===== config.mk =====
export PLATFORM = sky130hd
export DESIGN_NAME = multicycle_control_unit
export DESIGN_NICKNAME = d
export VERILOG_FILES = /design/src/rtl/ctrl_pkg.sv /design/src/rtl/ctrl_decoder.sv /design/src/rtl/multicycle_control_unit.sv
export SDC_FILE = /design/constraint.sdc
export NUM_CORES = 1
export LEC_CHECK = 0
export CORE_ASPECT_RATIO = 0.6
export CORE_MARGIN = 10
export CORE_UTILIZATION = 39
export CTS_BUF_LIST = sky130_fd_sc_hd__clkbuf_8
export DETAILED_ROUTE_END_ITERATION = 10
export HOLD_SLACK_MARGIN = 0.03
export MAX_ROUTING_LAYER = met4
export PLACE_DENSITY = 0.78
export SLEW_MARGIN = 15
export SYNTH_ARGS = -nofsm -noshare
export SYNTH_HDL_FRONTEND = slang
export SYNTH_SLANG_ARGS = --single-unit

===== constraint.sdc =====
create_clock -name clk -period 1.7 [get_ports clk]
set_input_delay 0.51 -clock clk [delete_from_list [all_inputs] [get_ports clk]]
set_output_delay 0.51 -clock clk [all_outputs]
set_load 0.02 [all_outputs]

===== src/rtl/ctrl_pkg.sv =====
// Purpose: shared opcode, ALU-operation and FSM-state encodings for the multicycle control unit.
// Latency: n/a (constants, types and one combinational helper).
// Backpressure: n/a.
package ctrl_pkg;

  // Register-register opcodes; destination is rd.
  localparam logic [5:0] OP_ADD  = 6'b000000;
  localparam logic [5:0] OP_SUB  = 6'b000001;
  localparam logic [5:0] OP_AND  = 6'b000010;
  localparam logic [5:0] OP_OR   = 6'b000011;
  localparam logic [5:0] OP_XOR  = 6'b000100;
  localparam logic [5:0] OP_SLT  = 6'b000101;

  // Immediate opcodes; destination is rt, operand B is the extended immediate.
  localparam logic [5:0] OP_ADDI = 6'b001000;
  localparam logic [5:0] OP_ANDI = 6'b001100;
  localparam logic [5:0] OP_ORI  = 6'b001101;

  typedef enum logic [2:0] {
    ALU_ADD = 3'd0,
    ALU_SUB = 3'd1,
    ALU_AND = 3'd2,
    ALU_OR  = 3'd3,
    ALU_XOR = 3'd4,
    ALU_SLT = 3'd5
  } alu_op_t;

  typedef enum logic [1:0] {
    ST_IDLE      = 2'd0,
    ST_DECODE    = 2'd1,
    ST_EXECUTE   = 2'd2,
    ST_WRITEBACK = 2'd3
  } state_t;

  // Legal ALU latency range; the counter is sized to hold ALU_LAT_MAX-1.
  localparam int ALU_LAT_MIN = 1;
  localparam int ALU_LAT_MAX = 15;
  localparam int LAT_CNT_W   = 4;

  function automatic logic [31:0] extend_imm(input logic [15:0] imm16, input logic sign_ext);
    return sign_ext ? {{16{imm16[15]}}, imm16} : {16'h0000, imm16};
  endfunction

endpackage


===== src/rtl/ctrl_decoder.sv =====
// Purpose: combinational opcode decoder producing ALU op, destination select, immediate select/extension and legality.
// Latency: 0 cycles (pure combinational).
// Backpressure: none; output follows the opcode input.
// Ports: opcode (6) in; alu_op (3), dest_rt, imm_sel, sign_ext, legal out.
module ctrl_decoder
  import ctrl_pkg::*;
#(
  parameter int ENABLE_IMM = 1
) (
  input  logic [5:0] opcode,
  output alu_op_t    alu_op,
  output logic       dest_rt,
  output logic       imm_sel,
  output logic       sign_ext,
  output logic       legal
);

  localparam logic IMM_ON = (ENABLE_IMM != 0);

  always_comb begin
    alu_op   = ALU_ADD;
    dest_rt  = 1'b0;
    imm_sel  = 1'b0;
    sign_ext = 1'b0;
    legal    = 1'b1;
    case (opcode)
      OP_ADD:  alu_op = ALU_ADD;
      OP_SUB:  alu_op = ALU_SUB;
      OP_AND:  alu_op = ALU_AND;
      OP_OR:   alu_op = ALU_OR;
      OP_XOR:  alu_op = ALU_XOR;
      OP_SLT:  alu_op = ALU_SLT;
      OP_ADDI: begin
        alu_op   = ALU_ADD;
        dest_rt  = 1'b1;
        imm_sel  = 1'b1;
        sign_ext = 1'b1;
        legal    = IMM_ON;
      end
      OP_ANDI: begin
        alu_op  = ALU_AND;
        dest_rt = 1'b1;
        imm_sel = 1'b1;
        legal   = IMM_ON;
      end
      OP_ORI: begin
        alu_op  = ALU_OR;
        dest_rt = 1'b1;
        imm_sel = 1'b1;
        legal   = IMM_ON;
      end
      default: legal = 1'b0;
    endcase

    // A disabled I-type opcode is reported like any other illegal one,
    // so none of its opcode-specific fields should leak out.
    if (!legal) begin
      alu_op   = ALU_ADD;
      dest_rt  = 1'b0;
      imm_sel  = 1'b0;
      sign_ext = 1'b0;
    end
  end

endmodule


===== src/rtl/multicycle_control_unit.sv =====
// Purpose: multicycle control unit; accepts one instruction, decodes it, drives the ALU for ALU_LAT cycles, then writes back.
// Latency: accept at edge T -> DECODE T+1, EXECUTE T+2..T+1+ALU_LAT, WRITEBACK (we) T+2+ALU_LAT; illegal pulses at T+1.
// Backpressure: instr_ready high only in IDLE or WRITEBACK; a held instr_valid is taken in WRITEBACK for back-to-back issue.
// Ports: clk, rst (sync, active high); instr_valid/instruction/instr_ready handshake;
//        alu_enable, alu_op, rs_addr, rt_addr, addr, imm_sel, imm, we, illegal, busy outputs.
module multicycle_control_unit
  import ctrl_pkg::*;
#(
  parameter int ALU_LAT    = 1,
  parameter int ENABLE_IMM = 1
) (
  input  logic        clk,
  input  logic        rst,
  input  logic        instr_valid,
  input  logic [31:0] instruction,
  output logic        instr_ready,
  output logic        alu_enable,
  output logic [2:0]  alu_op,
  output logic [4:0]  rs_addr,
  output logic [4:0]  rt_addr,
  output logic [4:0]  addr,
  output logic        imm_sel,
  output logic [31:0] imm,
  output logic        we,
  output logic        illegal,
  output logic        busy
);

  if (ALU_LAT < ALU_LAT_MIN || ALU_LAT > ALU_LAT_MAX) begin : g_bad_alu_lat
    $error("multicycle_control_unit: ALU_LAT out of range 1..15");
  end

  localparam logic [LAT_CNT_W-1:0] LAT_LOAD = LAT_CNT_W'(ALU_LAT - 1);

  state_t                 state;
  logic [LAT_CNT_W-1:0]   lat_cnt;
  logic                   legal_q;
  logic                   accept;

  alu_op_t                dec_alu_op;
  logic                   dec_dest_rt;
  logic                   dec_imm_sel;
  logic                   dec_sign_ext;
  logic                   dec_legal;

  // Decoding the incoming word at the accept edge lets every decoded field
  // be registered and visible during the DECODE cycle itself.
  ctrl_decoder #(
    .ENABLE_IMM (ENABLE_IMM)
  ) u_decoder (
    .opcode   (instruction[31:26]),
    .alu_op   (dec_alu_op),
    .dest_rt  (dec_dest_rt),
    .imm_sel  (dec_imm_sel),
    .sign_ext (dec_sign_ext),
    .legal    (dec_legal)
  );

  assign instr_ready = (state == ST_IDLE) || (state == ST_WRITEBACK);
  assign accept      = instr_valid && instr_ready;
  assign busy        = (state != ST_IDLE);

  always_ff @(posedge clk) begin
    if (rst) begin
      state      <= ST_IDLE;
      lat_cnt    <= '0;
      legal_q    <= 1'b0;
      alu_enable <= 1'b0;
      alu_op     <= '0;
      rs_addr    <= '0;
      rt_addr    <= '0;
      addr       <= '0;
      imm_sel    <= 1'b0;
      imm        <= '0;
      we         <= 1'b0;
      illegal    <= 1'b0;
    end else begin
      illegal <= 1'b0;

      case (state)
        ST_IDLE: begin
          if (instr_valid) state <= ST_DECODE;
        end
        ST_DECODE: begin
          if (legal_q) begin
            lat_cnt    <= LAT_LOAD;
            alu_enable <= 1'b1;
            state      <= ST_EXECUTE;
          end else begin
            state <= ST_IDLE;
          end
        end
        ST_EXECUTE: begin
          if (lat_cnt == '0) begin
            alu_enable <= 1'b0;
            // Register 0 is hard-wired; never write it.
            we         <= (addr != 5'd0);
            state      <= ST_WRITEBACK;
          end else begin
            lat_cnt <= lat_cnt - 1'b1;
          end
        end
        ST_WRITEBACK: begin
          we    <= 1'b0;
          state <= instr_valid ? ST_DECODE : ST_IDLE;
        end
        default: state <= ST_IDLE;
      endcase

      if (accept) begin
        legal_q <= dec_legal;
        illegal <= !dec_legal;
        alu_op  <= dec_alu_op;
        rs_addr <= instruction[25:21];
        rt_addr <= instruction[20:16];
        addr    <= dec_dest_rt ? instruction[20:16] : instruction[15:11];
        imm_sel <= dec_imm_sel;
        imm     <= extend_imm(instruction[15:0], dec_sign_ext);
      end
    end
  end

endmodule


# Yosys cells after proc, flatten, opt, wreduce, memory -nomap -nowiden

Cells that the tools add are included.

Register bits: 61
Input bits: 35
Output and inout bits: 56
Logic and storage cells: 70

Add/subtract/negate cells: 1
Equality and inequality tests: 15
Multiplexer cells: 22
Bitwise gates (word level): 1
Reduce and logical (&&, ||, !) cells: 19

Operators by type and width:

| cell                | count |
|---|---|
| $mux 32             | 1 |
| $eq 6x4->1 const B  | 3 |
| $pmux 3 s5          | 1 |
| $eq 6x2->1 const B  | 2 |
| $eq 6x3->1 const B  | 2 |
| $mux 1              | 9 |
| $reduce_or 9->1     | 1 |
| $mux 4              | 2 |
| $ne 2x2->1 const B  | 4 |
| $pmux 2 s4          | 1 |
| $pmux 4 s2          | 1 |
| $eq 6x1->1 const B  | 1 |
| $logic_not 6->1     | 1 |
| $mux 2              | 3 |
| $reduce_and 3->1    | 2 |
| $reduce_bool 2->1   | 3 |
| $reduce_or 2->1     | 3 |
| $mux 5              | 1 |
| $reduce_bool 5->1   | 1 |
| $eq 2x2->1 const B  | 2 |
| $logic_not 4->1     | 1 |
| $pmux 1 s2          | 2 |
| $reduce_and 2->1    | 2 |
| $sub 4x1->4 const B | 1 |
| other kinds (8)     | 8 |

# Longest topological paths before layout

Gate-level depths: netlist (run 1).

Depth after elaboration: 5
Depth in mapped cells: 7
Mapped depth without buffers: 6

# By module

From an unflattened synthesis (run 1), not the netlist that was laid out.

Cell total of the unflattened synthesis: 265
Area total of the unflattened synthesis: 2153.3 um^2

Modules (own cells, without submodules):

| module                  | times used | cells each | area an instance (um^2) | sequential area each (um^2) |
|---|---|---|---|---|
| multicycle_control_unit | 1          | 248        | 2025.7                  | 920.9 |
| ctrl_decoder            | 1          | 17         | 127.6                   | 0.0 |

# Worst setup path after synthesis (run 1)

Ideal clock, no wire load.

Kind: register -> register
Start: reg state[0]
End: reg lat_cnt[1]
Setup time: 65 ps
Arrival time: 1532 ps
Data required time: 1635 ps
Path slack: 103 ps
Cell stages (with the launch flop): 7
Path buffers: 0
Clock period less this slack: 1597 ps
Path through: dfxtp_1 -> inv_1 -> ha_1 -> nor4bb_4 -> or4_1 -> o21a_1 -> nor2_1

Word-level cells in the longest chain between the ends: 3
Elaborated cells between the ends (all ways): 7
Classes of those cells: 4 x eq/ne; 1 x mux; 2 x reduce/logical

Ends and longest elaborated chain:

| item                                                      | line                           | RTL |
|---|---|---|
| start, declared                                           | multicycle_control_unit.sv:35  | `state_t state;` |
| start signal, assigned                                    | multicycle_control_unit.sv:105 | `state <= instr_valid ? ST_DECODE : ST_IDLE;` |
| $eq 2x2->1 or $eq 2x1->1 (tied branches)                  | multicycle_control_unit.sv:80  | `case (state)` |
| $ne 2x2->1 (no line) or $reduce_bool 2->1 (tied branches) | n/a                            |  |
| $reduce_and 3->1 (no line)                                | n/a                            |  |
| end signal, assigned                                      | multicycle_control_unit.sv:100 | `lat_cnt <= lat_cnt - 1'b1;` |
| end, declared                                             | multicycle_control_unit.sv:36  | `logic [LAT_CNT_W-1:0] lat_cnt;` |

Several ways; a longest one is shown, not always the timed one.
A chain may end at the register's enable or synchronous reset.

==> results of run 1 <==
cell families (layout without fill, tap and decap cells):
| logic type | Yosys count | count (layout) |
|---|---|---|
| simple gates | 97 | 97 |
| compound gates | 57 | 57 |
| flops | 46 | 46 |
| buf+inv | 36 | 134 |
| fa+ha+maj | 7 | 7 |
| mux | 5 | 5 |
| xor+xnor | 2 | 2 |
Yosys cell counts (2+ instances only):
cell type and number:
buf_4 15, buf_1 2, xnor2_1 2, dfxtp_1 46
o21a_1 3, nor2b_1 4, clkbuf_1 7, mux2i_1 5
nand4_1 2, nor3_1 4, buf_2 4, a21oi_1 36
nand2_1 58, a211oi_1 5, nand2b_1 2, ha_1 7
o21ai_0 4, nor2_1 14, or4_1 3, inv_1 8
power breakdown:
group	switching, W	internal [W]	total (W)
Combinational	0.000371	0.000339	0.000710
Sequential	0.0000522	0.00116	0.00121
Clock	0.000397	0.000297	0.000694
metrics by stage:
stage,area [sq um],cells,util [%],hold WS (ns),power (W)
finish,3250,414,63.6,0.457,0.00261
global route,3250,414,63.6,0.472,0.00275
CTS,3200,414,62.7,0.458,0.00260
detailed placement,3160,406,61.9,0.448,0.00196
global placement,3160,406,61.9,0.441,0.00195
floorplan,2080,250,-,0.445,0.00157
worst max path at each step:
| stage | startpoint | to | slack, ns | depth (start not counted) |
|---|---|---|---|---|
| detailed placement | instruction[31] | addr[3] | -0.47 | 6 |
| finish | imm[30] | imm[21] | 0.03 | 2 |
| CTS | state[0] | instr_ready | 0.002 | 4 |
| global placement | instruction[31] | addr[3] | -0.27 | 6 |
| floorplan | state[0] | lat_cnt[1] | 0.10 | 6 |
| global route | imm[30] | imm[21] | -0.04 | 2 |
worst max-delay path: cells and delay by family, from the launching register on:
family	cells	cell delay [ns]
buf+inv	2	0.48
flops	1	0.38
layout make-up:
cell class	instances	area, sq um	area share (%)
timing repair buffer	118	1080	33.4
multi-input combinational	168	1030	31.8
sequential	46	923	28.4
tap	66	82.6	2.54
clock buffer	5	68.8	2.12
inverter	8	30.0	0.925
clock inverter	3	25.0	0.771
sequential cells by signal, summed over array words and instances, names as in the netlist, 3 cells and up, named ones only:
| signal | cells |
|---|---|
| imm | 17 |
| alu_op | 3 |
| rs_addr | 5 |
| addr | 5 |
| rt_addr | 5 |
| lat_cnt | 4 |
metal layers:
metal | part of all wire, % | routed length [um] | global-route usage [%]
met3 | 11 | 763 | 8.25
met4 | 1.1 | 76 | 3.12
met5 | 0 | 0 | -
met2 | 45 | 3020 | 21.9
met1 | 42 | 2830 | 17.1
placed cells by master (no fill, tap or decap), drive strengths merged, types with 2 or more instances in the layout:
cell type | netlist | layout
nand3 | 2 | 2
ha | 7 | 7
nand4 | 2 | 2
o21a | 3 | 3
nor4b | 2 | 2
nand2b | 2 | 2
dlygate4sd2 | 0 | 52
dfxtp | 46 | 46
inv | 8 | 9
xnor2 | 2 | 2
clkbuf | 7 | 6
a2bb2oi | 2 | 2
nor3 | 4 | 4
mux2i | 5 | 5
nor2 | 14 | 14
clkdlybuf4s50 | 0 | 34
or4 | 3 | 3
a211oi | 5 | 5
o21ai | 4 | 4
buf | 21 | 30
nand2 | 58 | 58
nor2b | 4 | 4
a21oi | 36 | 36
timing repair:
action                                  4_1_cts  5_1_grt
endpoints found under the setup margin       62       23
endpoints found under the hold margin         0        0
gates resized for setup                      69       14
pin swaps                                     0        5
buffers inserted                              0        1
==> qor.csv, run 1 <==
metric,value,unit
status,finished clean,
drt wl/cell,16.2,um
Synthesized Nets,292,
DIE AREA,8740,sq um
via-per-instance ratio,4.95,
DP Worst Slack,-0.469,ns
Worst EP required,1.19,ns
Max Cap Viol,0,
Fin Setup TNS,0,ns
CTS buffer count,5,
period utilization,98.0,%
crit-path max FO,16,
post-synthesis average cell area,8.31,sq um
CP Cell Sequence,buf_12 > dlygate4sd2_1,
Post-Route Skew,0.00825,ns
TritonRoute pass-1 iters,4,
Most used DFF post-synth,dfxtp_1,
IO Pins,91,
Compound-Gate Fraction of Synth Area,16.5,%
TritonCTS clock tree,yes,
post-synthesis cell count,250,
Max Freq,600,MHz
die height,76.5,um
global placer's final weighted congestion,0.849,
Crit-path slowest cell,dfxtp_1,
slowest cell delay on critical path,0.38,ns
Max clock buf depth,2,
Worst Hold Class,reg2reg,
clock root buffer,clkbuf_8,
Layout fillers,479,
critical path class,reg2out,
final setup fails,0,
largest net degree at the start of global routing,41,
PwrDens,804,nW/um^2
final WL,6.69,mm
largest family of logic cells by synthesized area,simple AND/OR/NAND/NOR gates,
Starting DRT DRC Count,57,
port bufs,90,
Slew HR,67.8,%
Final Max Tran Viols,0,
HPWL Detailed,5.12,mm
adder-cell area share of the yosys netlist,4.21,%
startpoint types,register,
FF-to-FF path depth,7,
crit end category,output pin,
vias in the first global route,2054,
Hold Path Origin,imm[10],
die width,114,um
clock sink count,46,
Pleak,1.51,nW
Reg2Reg Setup Slack,0.08,ns
Post-synth EDFFs,0,
antenna-violating nets left,0,
core footprint,5100,sq um
Area growth syn-to-layout,56.2,%
Via Count,2048,
post-synthesis xor/xnor area fraction,0.843,%
register area share after synthesis,44.3,%
Final WS setup,0.0335,ns
n_diodes,0,
Hold EP,imm[10],
# DRC,0,
htree depth,2,
number of core rows,20,
"top cells by area, synth","dfxtp_1 44%, nand2_1 10%, a21oi_1 8.7%, buf_4 5.4%, ha_1 4.2%",
initial antenna violation count,0,
share of cells above drive strength 1,17.0,%
Max IR drop VDD,0.000474,V
Post-Syn Area,2080,sq um
RR Startpoint,state[0],
worst r2r dst,lat_cnt[1],
GRT overflow,0,
GRT Util Overall,14.8,%
multiplexer area fraction after synthesis,2.41,%
leading area contributor after synthesis,dfxtp_1,
#FFs+latches synth,46,
post-synthesis cell type count,39,
asr flop ratio synth,0,%
Final nets,389,
clock latency on the worst-skew pair,0.30,ns
worst-margin pin slew,0.482,ns
crit path time final,1.67,ns
Initial Util,40.7,%
Hold Path Cell Cnt,2,
YS warnings,0,
Synth Area in Simple Gates,22.3,%
unrepaired setup endpoints after global routing,yes,
Synth top area share,44.3,%
# hold bufs at CTS,0,
Critical Path AT,1.16,ns
Fin. Hold Viols,0,
Worst-path clk slew,0.09,ns
first-pass GRT wire length,10.3,mm
Power figures use the tool's default switching activity.
==> inputs of run 2 (changes only) <==
- CTS_CLUSTER_DIAMETER: not set -> 150
- GPL_TIMING_DRIVEN: not set -> 0
==> qor.csv, run 2 (same netlist as run 1, synthesis figures left out) <==
metric,value,unit,change
PwrDens,830,nW/um^2,+3.2%
worst r2r dst,lat_cnt[0],,
FF-to-FF path depth,7,,unchanged
power share of the combinational group,23.9,%,-3.3 points
Worst-path clk slew,0.09,ns,about the same
crit end category,output pin,,
htree depth,2,,unchanged
Top reg by flops,imm,,
Via Count,2056,,+0.39%
global placer's final weighted congestion,0.780,,-8.1%
drt wl/cell,16.0,um,-0.97%
largest net degree at the start of global routing,18,,-56%
clock root buffer,clkbuf_8,,
Max IR drop VDD,0.000535,V,+13%
max FFs per register,17,,unchanged
grt met2 use,20.2,%,-1.7 points
Critical Path AT,1.17,ns,about the same
TritonCTS clock tree,yes,,
initial antenna violation count,0,,unchanged
vias in the first global route,2040,,-0.68%
clock sink count,46,,unchanged
Hold WS,0.453,ns,-0.00390 ns
GRT Util Overall,15.0,%,+0.28 points
Most Crowded Layer GR,met2,,
sw power,0.000795,W,-3.1%
antenna-violating nets left,0,,unchanged
clock latency on the worst-skew pair,0.29,ns,about the same
Final Max Tran Viols,0,,unchanged
die height,76.5,um,unchanged
Post-Route Skew,0.00463,ns,-0.00362 ns
Fin Setup TNS,0,ns,unchanged
first-pass GRT wire length,10.5,mm,+2.8%
Clk pwr share,30.7,%,+4.1 points
HPWL Detailed,5.13,mm,+0.28%
crit path to,instr_ready,,
Starting DRT DRC Count,76,,+33%
Worst Hold Class,reg2reg,,
Sw Ratio,29.9,%,-1.5 points
TritonRoute pass-1 iters,4,,unchanged
Pleak,1.51,nW,about the same
critical path class,reg2out,,
met3 Track Usage GR,7.08,%,-1.2 points
met1 Use GR,20.0,%,+3.0 points
IO Pins,91,,unchanged
status,finished clean,,
Max clock buf depth,2,,unchanged
number of core rows,20,,unchanged
register share of total power,45.4,%,-0.9 points
Worst EP required,1.19,ns,about the same
Pint,0.00186,W,+4.0%
"most common cell after layout, fill and taps aside",nand2_1,,
Max Freq,594,MHz,-1.0%
# DRC,0,,unchanged
share of cells above drive strength 1,21.8,%,+4.9 points
port bufs,89,,-1.1%
Slew HR,64.4,%,-3.5 points
worst-margin pin slew,0.535,ns,+0.0530 ns
Area growth syn-to-layout,54.0,%,
crit-path max FO,4,,-12
die width,114,um,unchanged
core footprint,5100,sq um,unchanged
DIE AREA,8740,sq um,unchanged
crit path time final,1.68,ns,+0.0176 ns
Layout fillers,481,,+0.42%
period utilization,99.1,%,+1.0 points
final setup fails,0,,unchanged
Final nets,394,,+1.3%
# hold bufs at CTS,0,,unchanged
"Power, Total",0.00266,W,+1.7%
Max Cap Viol,0,,unchanged
Hold Path Origin,imm[4],,
startpoint types,register,,
Reg2Reg Setup Slack,0.07,ns,about the same
CTS buffer count,5,,unchanged
Initial Util,40.7,%,unchanged
n_diodes,0,,unchanged
via-per-instance ratio,4.91,,-0.81%
"commonest cells after routing, fill and taps aside","58 x nand2_1, 41 x dfxtp_1, 39 x dlygate4sd2_1, 36 x a21oi_1, 30 x clkdlybuf4s50_1",,
Hold Path Cell Cnt,2,,unchanged
Fin. Hold Viols,0,,unchanged
RR Startpoint,state[0],,
final WL,6.71,mm,+0.22%
GRT overflow,0,,unchanged
==> run 2: cell types whose count changed in the layout (fill, tap and decap cells not counted), sizes merged <==
| cell | change |
|---|---|
| clkinvlp | -1 |
| clkinv | +1 |
| clkdlybuf4s50 | -4 |
| clkdlybuf4s15 | +1 |
| dlymetal6s2s | +3 |
| dlygate4sd2 | -13 |
| inv | -1 |
| clkbuf | +14 |
| buf | +4 |
| bufinv | +1 |
==> run 2: critical path, stage by stage, from the launching register on <==
cell and delay [ns]:
dfxtp_4 0.39, inv_4 0.06, ha_4 0.27, inv_2 0.03, buf_6 0.12
==> run 2: how the worst min path moves through the flow <==
| stage | endpoint | slack (ns) |
|---|---|---|
| 5_1_grt | imm[8] | 0.47 |
| 4_1_cts | imm[8] | 0.45 |
| 2_1_floorplan | legal_q | 0.45 |
| 3_5_place_dp | imm[4] | 0.45 |
| 3_3_place_gp | imm[13] | 0.44 |
| 6_report | imm[4] | 0.45 |
==> run 2: per-layer routing <==
metal	part of all wire (%)	vias to the layer above
met4	0.51	0
met3	11	4
met5	0	-
met1	47	931
met2	41	89
li1	-	1032
==> run 2: metrics by stage <==
step	cells	utilization, %	instance area (sq um)	setup slack, ns
after floorplan	250	-	2080	0.103
after global placement	405	59.8	3050	-0.548
after detailed placement	405	59.8	3050	-0.579
after CTS	413	61.9	3160	0.00334
after global routing	419	62.7	3200	-0.0179
final	419	62.7	3200	0.0159
==> run 2: final cells by class <==
cell class	count	area [sq um]	area share [%]
multi-input cells	168	1020	31.9
inverters	8	35.0	1.09
flip-flops and latches	46	935	29.2
plain buffers	27	169	5.28
repair buffers	96	851	26.6
well taps	66	82.6	2.58
clock buffers	5	68.8	2.15
clock inverters	3	40.0	1.25
==> run 2: what timing repair did <==
item	CTS	global route
pin swaps	1	2
setup buffers	1	6
endpoints found under the setup margin	99	35
resized for setup	96	31
==> run 2: power by group through the flow <==
stage / combinational, W / clock (W) / sequential [W]
floorplan: 0.000262 / 0 / 0.00131
global placement: 0.000637 / 0 / 0.00123
detailed placement: 0.000645 / 0 / 0.00124
CTS: 0.000622 / 0.000818 / 0.00121
global route: 0.000696 / 0.000859 / 0.00122
finish: 0.000635 / 0.000816 / 0.00121
==> inputs of run 3 (changes only) <==
- CORE_UTILIZATION: 39 -> 43
- CTS_CLUSTER_DIAMETER: 150 -> 30
- PLACE_DENSITY: 0.78 -> 0.82
- clock period: 1.7 -> 1.67 ns (I/O delays scaled with it)
==> qor.csv, run 3 (same netlist as run 1, synthesis figures left out) <==
metric,value,unit,change
Max IR drop VDD,0.000498,V,-6.8%
GRT Util Overall,16.4,%,+1.3 points
Worst EP required,1.17,ns,-0.02 ns
via-per-instance ratio,4.96,,+1.0%
DIE AREA,8110,sq um,-7.3%
CTS buffer count,5,,unchanged
clock latency on the worst-skew pair,0.29,ns,about the same
largest net degree at the start of global routing,18,,unchanged
Final Max Tran Viols,0,,unchanged
drt wl/cell,16.1,um,+0.49%
Initial Util,45.1,%,+4.4 points
number of core rows,19,,-5.0%
max FFs per register,17,,unchanged
Layout fillers,407,,-15%
Max clock buf depth,2,,unchanged
die width,110,um,-3.9%
Max Cap Viol,0,,unchanged
clock root buffer,clkbuf_8,,
"commonest cells after routing, fill and taps aside","58 x nand2_1, 43 x dfxtp_1, 39 x dlygate4sd2_1, 36 x a21oi_1, 34 x buf_4",,
IO Pins,91,,unchanged
Slew HR,66.2,%,+1.9 points
Max Freq,553,MHz,
GRT overflow,0,,unchanged
Final nets,396,,+0.51%
unrepaired setup endpoints after global routing,yes,,
initial antenna violation count,0,,unchanged
failing checks,setup timing,,
status,"complete, but fails checks",,
clock sink count,46,,unchanged
first-pass GRT wire length,10.1,mm,-3.9%
die height,73.9,um,-3.5%
worst-margin pin slew,0.507,ns,-0.0278 ns
core footprint,4610,sq um,-9.7%
Area growth syn-to-layout,55.9,%,
TritonCTS clock tree,yes,,
antenna-violating nets left,0,,unchanged
vias in the first global route,1984,,-2.7%
global placer's final weighted congestion,0.824,,+5.6%
HPWL Detailed,5.15,mm,+0.36%
TritonRoute pass-1 iters,4,,unchanged
Post-Route Skew,0.000955,ns,-0.00367 ns
final setup fails,8,,+8
startpoint types,register,,
port bufs,89,,unchanged
Fin. Hold Viols,0,,unchanged
"Power, Total",0.00275,W,+3.3%
htree depth,2,,unchanged
Worst Hold Class,reg2reg,,
Final WS setup,-0.137,ns,-0.153 ns
share of cells above drive strength 1,22.6,%,+0.79 points
period utilization,108,%,
final WL,6.71,mm,about the same
Fin Setup TNS,-0.323,ns,-0.323 ns
Top reg by flops,imm,,
crit-path max FO,4,,unchanged
PwrDens,848,nW/um^2,+2.1%
"most common cell after layout, fill and taps aside",nand2_1,,
Pleak,1.53,nW,+0.84%
Critical Path AT,1.31,ns,+0.14 ns
Worst-path clk slew,0.08,ns,about the same
Starting DRT DRC Count,76,,unchanged
n_diodes,0,,unchanged
critical path class,reg2out,,
Via Count,2067,,+0.54%
crit path time final,1.81,ns,
# DRC,0,,unchanged
crit end category,output pin,,
run 3: cell count changes in the layout (fill, tap and decap cells not counted), moves of 2 or more:
cell / delta
dlymetal6s2s_1: -2
dfxtp_1: +2
clkbuf_2: -8
clkinv_2: -2
clkbuf_4: +2
buf_4: +6
buf_2: +3
run 3: final timing paths:
check | start | endpoint | slack, ns | cells past startpoint
hold reg to reg | imm[6] | imm[6] | 0.45 | 2
hold / removal | imm[6] | imm[6] | 0.45 | 2
setup / recovery | state[0] | instr_ready | -0.14 | 4
setup reg to reg | state[0] | lat_cnt[1] | -0.10 | 7
run 3: repair_timing:
action	CTS	global route
buffers inserted	0	9
endpoints found under the setup margin	99	59
gates resized for setup	112	37
hold buffers	0	0
pin swaps	1	4
run 3: cell type report:
class                           count  area (sq um)  share of cell area, %
Clock buffer                        6          82.6                   2.55
Inverter                            8          36.3                   1.12
Timing Repair Buffer               98           861                   26.6
Buffer                             27           179                   5.52
Tap cell                           63          78.8                   2.43
Clock inverter                      1          30.0                  0.927
Multi-Input combinational cell    168          1040                   32.2
Sequential cell                    46           930                   28.7
run 3: routing by layer:
layer | global-route usage, % | vias up | part of all wire (%)
met5 | - | - | 0
met4 | 3.45 | 0 | 0.75
met3 | 6.72 | 8 | 7.8
met2 | 24.0 | 65 | 44
met1 | 20.6 | 956 | 48
li1 | - | 1038 | -
run 3: through the flow:
step | utilization, % | instance area (sq um) | cells | hold slack [ns] | setup WS (ns)
global route | 70.3 | 3240 | 417 | 0.482 | -0.193
global placement | 66.1 | 3050 | 402 | 0.441 | -0.558
floorplan | - | 2080 | 250 | 0.445 | 0.0731
detailed placement | 66.1 | 3050 | 402 | 0.445 | -0.584
finish | 70.3 | 3240 | 417 | 0.454 | -0.137
CTS | 68.7 | 3170 | 408 | 0.454 | -0.144
run 3: power by group:
group          switching (W)  internal, W
logic               0.000371     0.000303
clock network       0.000364     0.000479
registers          0.0000551      0.00118
run 3: worst max-delay path, cell delays in order, from the launching register on:
cell	delay [ns]
dfxtp_4	0.39
clkinvlp_4	0.15
ha_4	0.32
inv_2	0.04
buf_6	0.12
==> RTL change 1, RTL diff (flow settings as in run 2) <==
Make the reset (`rst`) asynchronous in one clocked block.
--- a/src/rtl/multicycle_control_unit.sv
+++ b/src/rtl/multicycle_control_unit.sv
@@ -61,5 +61,5 @@
   assign busy        = (state != ST_IDLE);
 
-  always_ff @(posedge clk) begin
+  always_ff @(posedge clk or posedge rst) begin
     if (rst) begin
       state      <= ST_IDLE;
Behaviour: differs if rst is asserted again (counterexample within 4 cycles, from zero or initial values and one cycle with rst high); with rst held inactive, the same outputs for 10 cycles.
==> RTL change 1 against run 2 <==
Register-to-register slack got worse by 0.03 ns; sequential cell count stayed put; worst setup slack improved by 0.0025 ns; design area grew 5.7%; area after synthesis is 6.6% higher; wire length grew 0.25%; via count decreased by 1.1%; critical path type unchanged; largest cell class is now registers.
Power is not compared: it rests on default switching activity, and its combinational part moved more than twofold at a synthesized area within 25%.
==> RTL change 1: results (changes against run 2) <==
metric,value,unit,change
outcome,"complete, no violations",,
seq_area_frac_synth,51.98,%,+7.7 points
holdCritPathClass,flop to flop,,
skew,0.004874,ns,+0.0002484 ns
number_of_antenna_violations_at_the_first_check_in_global_routing,0,,unchanged
global_route_usage_over_all_layers,14.83,%,-0.21 points
holdPathEnd,imm[14]$_DFFE_PP0P_,,
grt_pass1_wl,10.63,mm,+0.85%
hpwlAfterDp,5.091,mm,-0.79%
first_global_vias,2089,,+2.4%
post_drt_wl_per_cell,15.29,µm,-4.5%
slowest_delay,0.39,ns,about the same
io_buffer_count,90,,+1.1%
synth_top_cells_by_count,"sky130_fd_sc_hd__nand2_1 (97), sky130_fd_sc_hd__dfrtp_1 (46), sky130_fd_sc_hd__buf_4 (15), sky130_fd_sc_hd__o21ai_0 (14)",,
synthTopCellsByArea,"sky130_fd_sc_hd__dfrtp_1 (52%), sky130_fd_sc_hd__nand2_1 (16%), sky130_fd_sc_hd__buf_4 (5.1%), sky130_fd_sc_hd__ha_1 (4.0%), sky130_fd_sc_hd__o21ai_0 (3.2%)",,
relSlewSlack,66.09,%,+1.7 points
reg2reg_setup_slack,0.04,ns,-0.03 ns
crit_path_top_delay_cell,sky130_fd_sc_hd__dfrtp_1,,
hold_path_startpoint,imm[14]$_DFFE_PP0P_,,
synthesis.nets,291,,-0.34%
num-fill-cells,508,,+5.6%
synth_cell_types,33,,-15%
worst_hold_path.num_cells,2,,unchanged
cts-root-to-sink-buffers,2,,unchanged
crit_path_max_fanout,4,,unchanged
postSynthCellCount,249,,-0.40%
vdd_ir_drop_max,0.0007891,V,
synth_top_flop_cell,sky130_fd_sc_hd__dfrtp_1,,
grt_max_degree,25,,+7
dp_slack,-0.4278,ns,+0.1507 ns
num_vias,2034,,-1.1%
grt_overflow,0,,unchanged
timing.rr.start,lat_cnt[1]$_DFFE_PP0P_,,
num-nets-final,401,,+1.8%
clkSlewWorstSetupHoldPaths,0.09,ns,about the same
numCtsBuffers,5,,unchanged
finish.cell_count_without_fillers,440,,+5.0%
register_name_with_the_most_flops,imm,,
power.static_leakage,1.776,nW,
place.gp.congestion,0.7521,,-3.6%
ys_async_sr_fraction,100.0,%,+100 points
layout-drive-gt1-share,21.67,%,-0.15 points
htreeDepth,2,,unchanged
placed_cells_incl_taps,420,,+3.7%
clk_root_buffer_cell,sky130_fd_sc_hd__clkbuf_8,,
detail_route.iter0.violations,63,,-17%
ys.warnings.count,0,,unchanged
RTL change 1: cell count changes after synthesis, moves of 4 or more:
cell	change
sky130_fd_sc_hd__dfrtp_1	+46
sky130_fd_sc_hd__dfxtp_1	-46
sky130_fd_sc_hd__nand2_1	+39
sky130_fd_sc_hd__a21oi_1	-32
sky130_fd_sc_hd__o21ai_0	+10
sky130_fd_sc_hd__nor2_1	-9
sky130_fd_sc_hd__nand3_1	+7
sky130_fd_sc_hd__a211oi_1	-5
sky130_fd_sc_hd__mux2i_1	-5
sky130_fd_sc_hd__o211ai_1	+4
RTL change 1: area by class of cell:
type                            count  area, µm²  area share (%)
Inverter                            8      30.03          0.8879
Multi-Input combinational cell    169      914.6           27.04
Tap cell                           80      100.1           2.960
Clock buffer                        5      68.82           2.035
Timing Repair Buffer              103      900.9           26.64
Clock inverter                      3      41.29           1.221
Buffer                             26      173.9           5.142
Sequential cell                    46       1152           34.07
RTL change 1: worst min-delay path, delay by kind of cell, from the launching register on:
kind	cells	cell delay (ns)
flops	1	0.34
simple gates	2	0.10
RTL change 1: per-stage QoR:
stage	area, µm²	hold slack [ns]
after detailed placement	3236	0.4618
after global placement	3216	0.4548
after global routing	3382	0.5022
after floorplan	2215	0.4828
after CTS	3289	0.4780
final	3382	0.4728
RTL change 1: cell families after synthesis:
| kind of cell | synth area share (%) |
|---|---|
| AO/OA/AOI/OAI | 10.51 |
| adder cells (fa/ha/maj) | 3.955 |
| buffers and inverters | 8.757 |
| flip-flops | 51.98 |
| AND/OR/NAND/NOR | 24.80 |
RTL change 1: where the power goes:
part / switching (W) / internal, W / leakage (nW)
clock: 0.000375 / 0.000433 / 0.0556
sequential: 0.000253 / 0.00154 / 0.580
combinational: 0.00174 / 0.00112 / 1.14
RTL change 1: repair_timing:
item,in CTS,in global routing
endpoints found under the setup margin,97,31
hold endpoints to repair,0,0
pin swaps,0,6
gates resized for setup,123,22
setup buffers,6,6
RTL change 1: worst max-delay path by stage:
| stage | from | to | slack (ns) | cells past startpoint |
|---|---|---|---|---|
| 2_1_floorplan | lat_cnt[0]$_DFFE_PP0P_ | flop | 0.06 | 7 |
| 3_3_place_gp | rst | rs_addr[4]$_DFFE_PP0P_ | -0.87 | 2 |
| 3_5_place_dp | instruction[27] | addr[4]$_DFFE_PP0P_ | -0.43 | 6 |
| 4_1_cts | instruction[28] | addr[4]$_DFFE_PP0P_ | 0.0006 | 6 |
| 5_1_grt | state[0]$_DFFE_PP0P_ | instr_ready | -0.03 | 4 |
| 6_report | state[0]$_DFFE_PP0P_ | instr_ready | 0.02 | 4 |
RTL change 1: layer usage:
metal / GRT usage, % / share of wire [%]
met3: 5.771 / 9.9
met4: 2.948 / 0.51
met5: - / 0
met1: 19.75 / 48
met2: 20.86 / 42
==> RTL change 2, RTL diff (settings of run 2) <==
Without the edit above. Change the package constant `LAT_CNT_W` from 4 to 6.
--- a/src/rtl/ctrl_pkg.sv
+++ b/src/rtl/ctrl_pkg.sv
@@ -36,5 +36,5 @@
   localparam int ALU_LAT_MIN = 1;
   localparam int ALU_LAT_MAX = 15;
-  localparam int LAT_CNT_W   = 4;
+  localparam int LAT_CNT_W   = 6;
 
   function automatic logic [31:0] extend_imm(input logic [15:0] imm16, input logic sign_ext);
Check against the original RTL: same outputs for any inputs over 10 cycles, from zero or initial values and one cycle with rst high; that may be too few to reach the edited logic, so the function may still have changed.
==> RTL change 2 against run 2 <==
The run now ends with setup timing left; area after synthesis is 5.2% higher; first-iteration DRC count decreased by 45%; sequential cell count is 2 higher; worst setup slack got worse by 0.10 ns; critical endpoint unchanged; power up 0.65%; clock skew decreased by 0.00091 ns; wire length increased by 2.2%; design area grew 5.6%.
==> RTL change 2: results (changes against run 2) <==
metric,value,unit,change
num_antenna_cells,0,,unchanged
num-nets-final,408,,+3.6%
first_global_vias,2130,,+4.4%
post_synth_mux_area_share,3.890,%,+1.5 points
skew,0.003716,ns,-0.0009095 ns
holdPathEnd,rs_addr[4]$_SDFFE_PP0P_,,
clk_latency,0.30,ns,
synth_cell_types,42,,+7.7%
setup-violations-final,3,,+3
synth_top_cells_by_count,"sky130_fd_sc_hd__nand2_1 (62), sky130_fd_sc_hd__dfxtp_1 (48), sky130_fd_sc_hd__a21oi_1 (34), sky130_fd_sc_hd__nor2_1 (18), sky130_fd_sc_hd__buf_4 (15)",,
r2r-end,lat_cnt[5]$_SDFFE_PP0P_,,
violated_checks,setup timing,,
synthesis.nets,308,,+5.5%
worst-endpoint-arrival,1.28,ns,+0.11 ns
cp-start-kind,flop,,
global_route_usage_over_all_layers,14.85,%,-0.19 points
placed_cells_incl_taps,424,,+4.7%
globalRouteMet1Util,18.44,%,-1.6 points
hpwlAfterDp,5.203,mm,+1.4%
yosys.area_share.adder,4.005,%,-0.21 points
number_of_antenna_violations_at_the_first_check_in_global_routing,0,,unchanged
outcome,"finished, violations left",,
reg2reg_setup_slack,-0.02,ns,-0.09 ns
yosys.area_share.xor_xnor,0.4005,%,-0.44 points
layout-drive-gt1-share,22.34,%,+0.53 points
postRouteAntennaNets,0,,unchanged
crit_path_max_fanout,4,,unchanged
post_synth.cell_area_avg,8.222,µm²,-1.1%
io_buffer_count,89,,unchanged
route.top_layer_used,met4,,
grt_pass1_wl,10.56,mm,+0.26%
vdd_ir_drop_max,0.0005362,V,+0.30%
power.static_leakage,1.544,nW,+2.0%
relSlewSlack,70.62,%,+6.3 points
ys_async_sr_fraction,0,%,unchanged
synth_compound_area_share,15.56,%,-0.94 points
wirelength,6.859,mm,+2.2%
hold_path_startpoint,rs_addr[4]$_SDFFE_PP0P_,,
place.gp.congestion,0.7950,,+1.9%
postCtsSetupBuffers,0,,-1
reg2reg_depth,7,,unchanged
seq_area_frac_synth,43.94,%,-0.37 points
crit_path_top_delay_cell,sky130_fd_sc_hd__dfxtp_4,,
cts-resized-gates,107,,+11%
routed-wl-met2,2.990,mm,+7.9%
met1Wirelength,3.101,mm,-1.5%
top_regs,"imm (17), lat_cnt (6)",,
finish.cell_count_without_fillers,436,,+4.1%
dr_wl_met3,695,µm,-7.6%
ys.warnings.count,0,,unchanged
htreeDepth,2,,unchanged
fin_ws,-0.08520,ns,-0.1011 ns
finalSetupTns,-0.1118,ns,-0.1118 ns
fin_worst_hold_slack,0.4561,ns,+0.003398 ns
global_route.usage.met3,6.836,%,-0.24 points
detail_route.iter0.violations,42,,-45%
post_drt_via_cell_ratio,4.952,,+0.92%
global_route.usage.met2,21.33,%,+1.1 points
synthTopCellsByArea,"sky130_fd_sc_hd__dfxtp_1 (44%), sky130_fd_sc_hd__nand2_1 (11%), sky130_fd_sc_hd__a21oi_1 (7.8%), sky130_fd_sc_hd__buf_4 (5.1%), sky130_fd_sc_hd__ha_1 (4.0%)",,
RTL change 2: area by class of cell:
class	instances	area [µm²]
Buffer	28	188.9
Clock buffer	5	68.82
Clock inverter	3	42.54
Fill cell	494	2112
Inverter	6	26.28
Multi-Input combinational cell	183	1124
Sequential cell	48	969.7
Tap cell	69	86.33
Timing Repair Buffer	94	873.3
RTL change 2: worst max path at each step:
stage	endpoint	slack, ns	cells after the start
4_1_cts	instr_ready	-0.09	4
3_5_place_dp	imm[10]$_SDFFE_PP0P_	-0.50	6
2_1_floorplan	lat_cnt[5]$_SDFFE_PP0P_	0.05	6
6_report	instr_ready	-0.09	4
3_3_place_gp	addr[1]$_SDFFE_PP0P_	-0.45	5
5_1_grt	instr_ready	-0.13	4
RTL change 2: stage by stage:
stage | setup WS [ns] | instance area (µm²)
after floorplan | 0.04653 | 2187
after global placement | -0.4518 | 3164
after detailed placement | -0.5011 | 3164
after CTS | -0.09370 | 3273
after global routing | -0.1308 | 3379
final | -0.08520 | 3379
RTL change 2: worst min-delay path, stage by stage (launching register included):
cell and delay (ns):
sky130_fd_sc_hd__dfxtp_1 0.32, sky130_fd_sc_hd__nand2_1 0.05, sky130_fd_sc_hd__a21oi_1 0.05
RTL change 2: cells by family (layout without fill, tap and decap cells):
family / count (synthesis) / in the layout
buffers and inverters: 35 / 136
and+or+nand+nor: 110 / 110
muxes: 8 / 8
xor gates and xnor gates: 1 / 1
adders and majority gates: 7 / 7
AOI/OAI and AO/OA: 57 / 57
DFF: 48 / 48
RTL change 2: power breakdown:
group          internal, W  total (W)  switching, W
clock             0.000436   0.000827      0.000392
sequential         0.00119    0.00123     0.0000407
combinational     0.000273   0.000614      0.000341
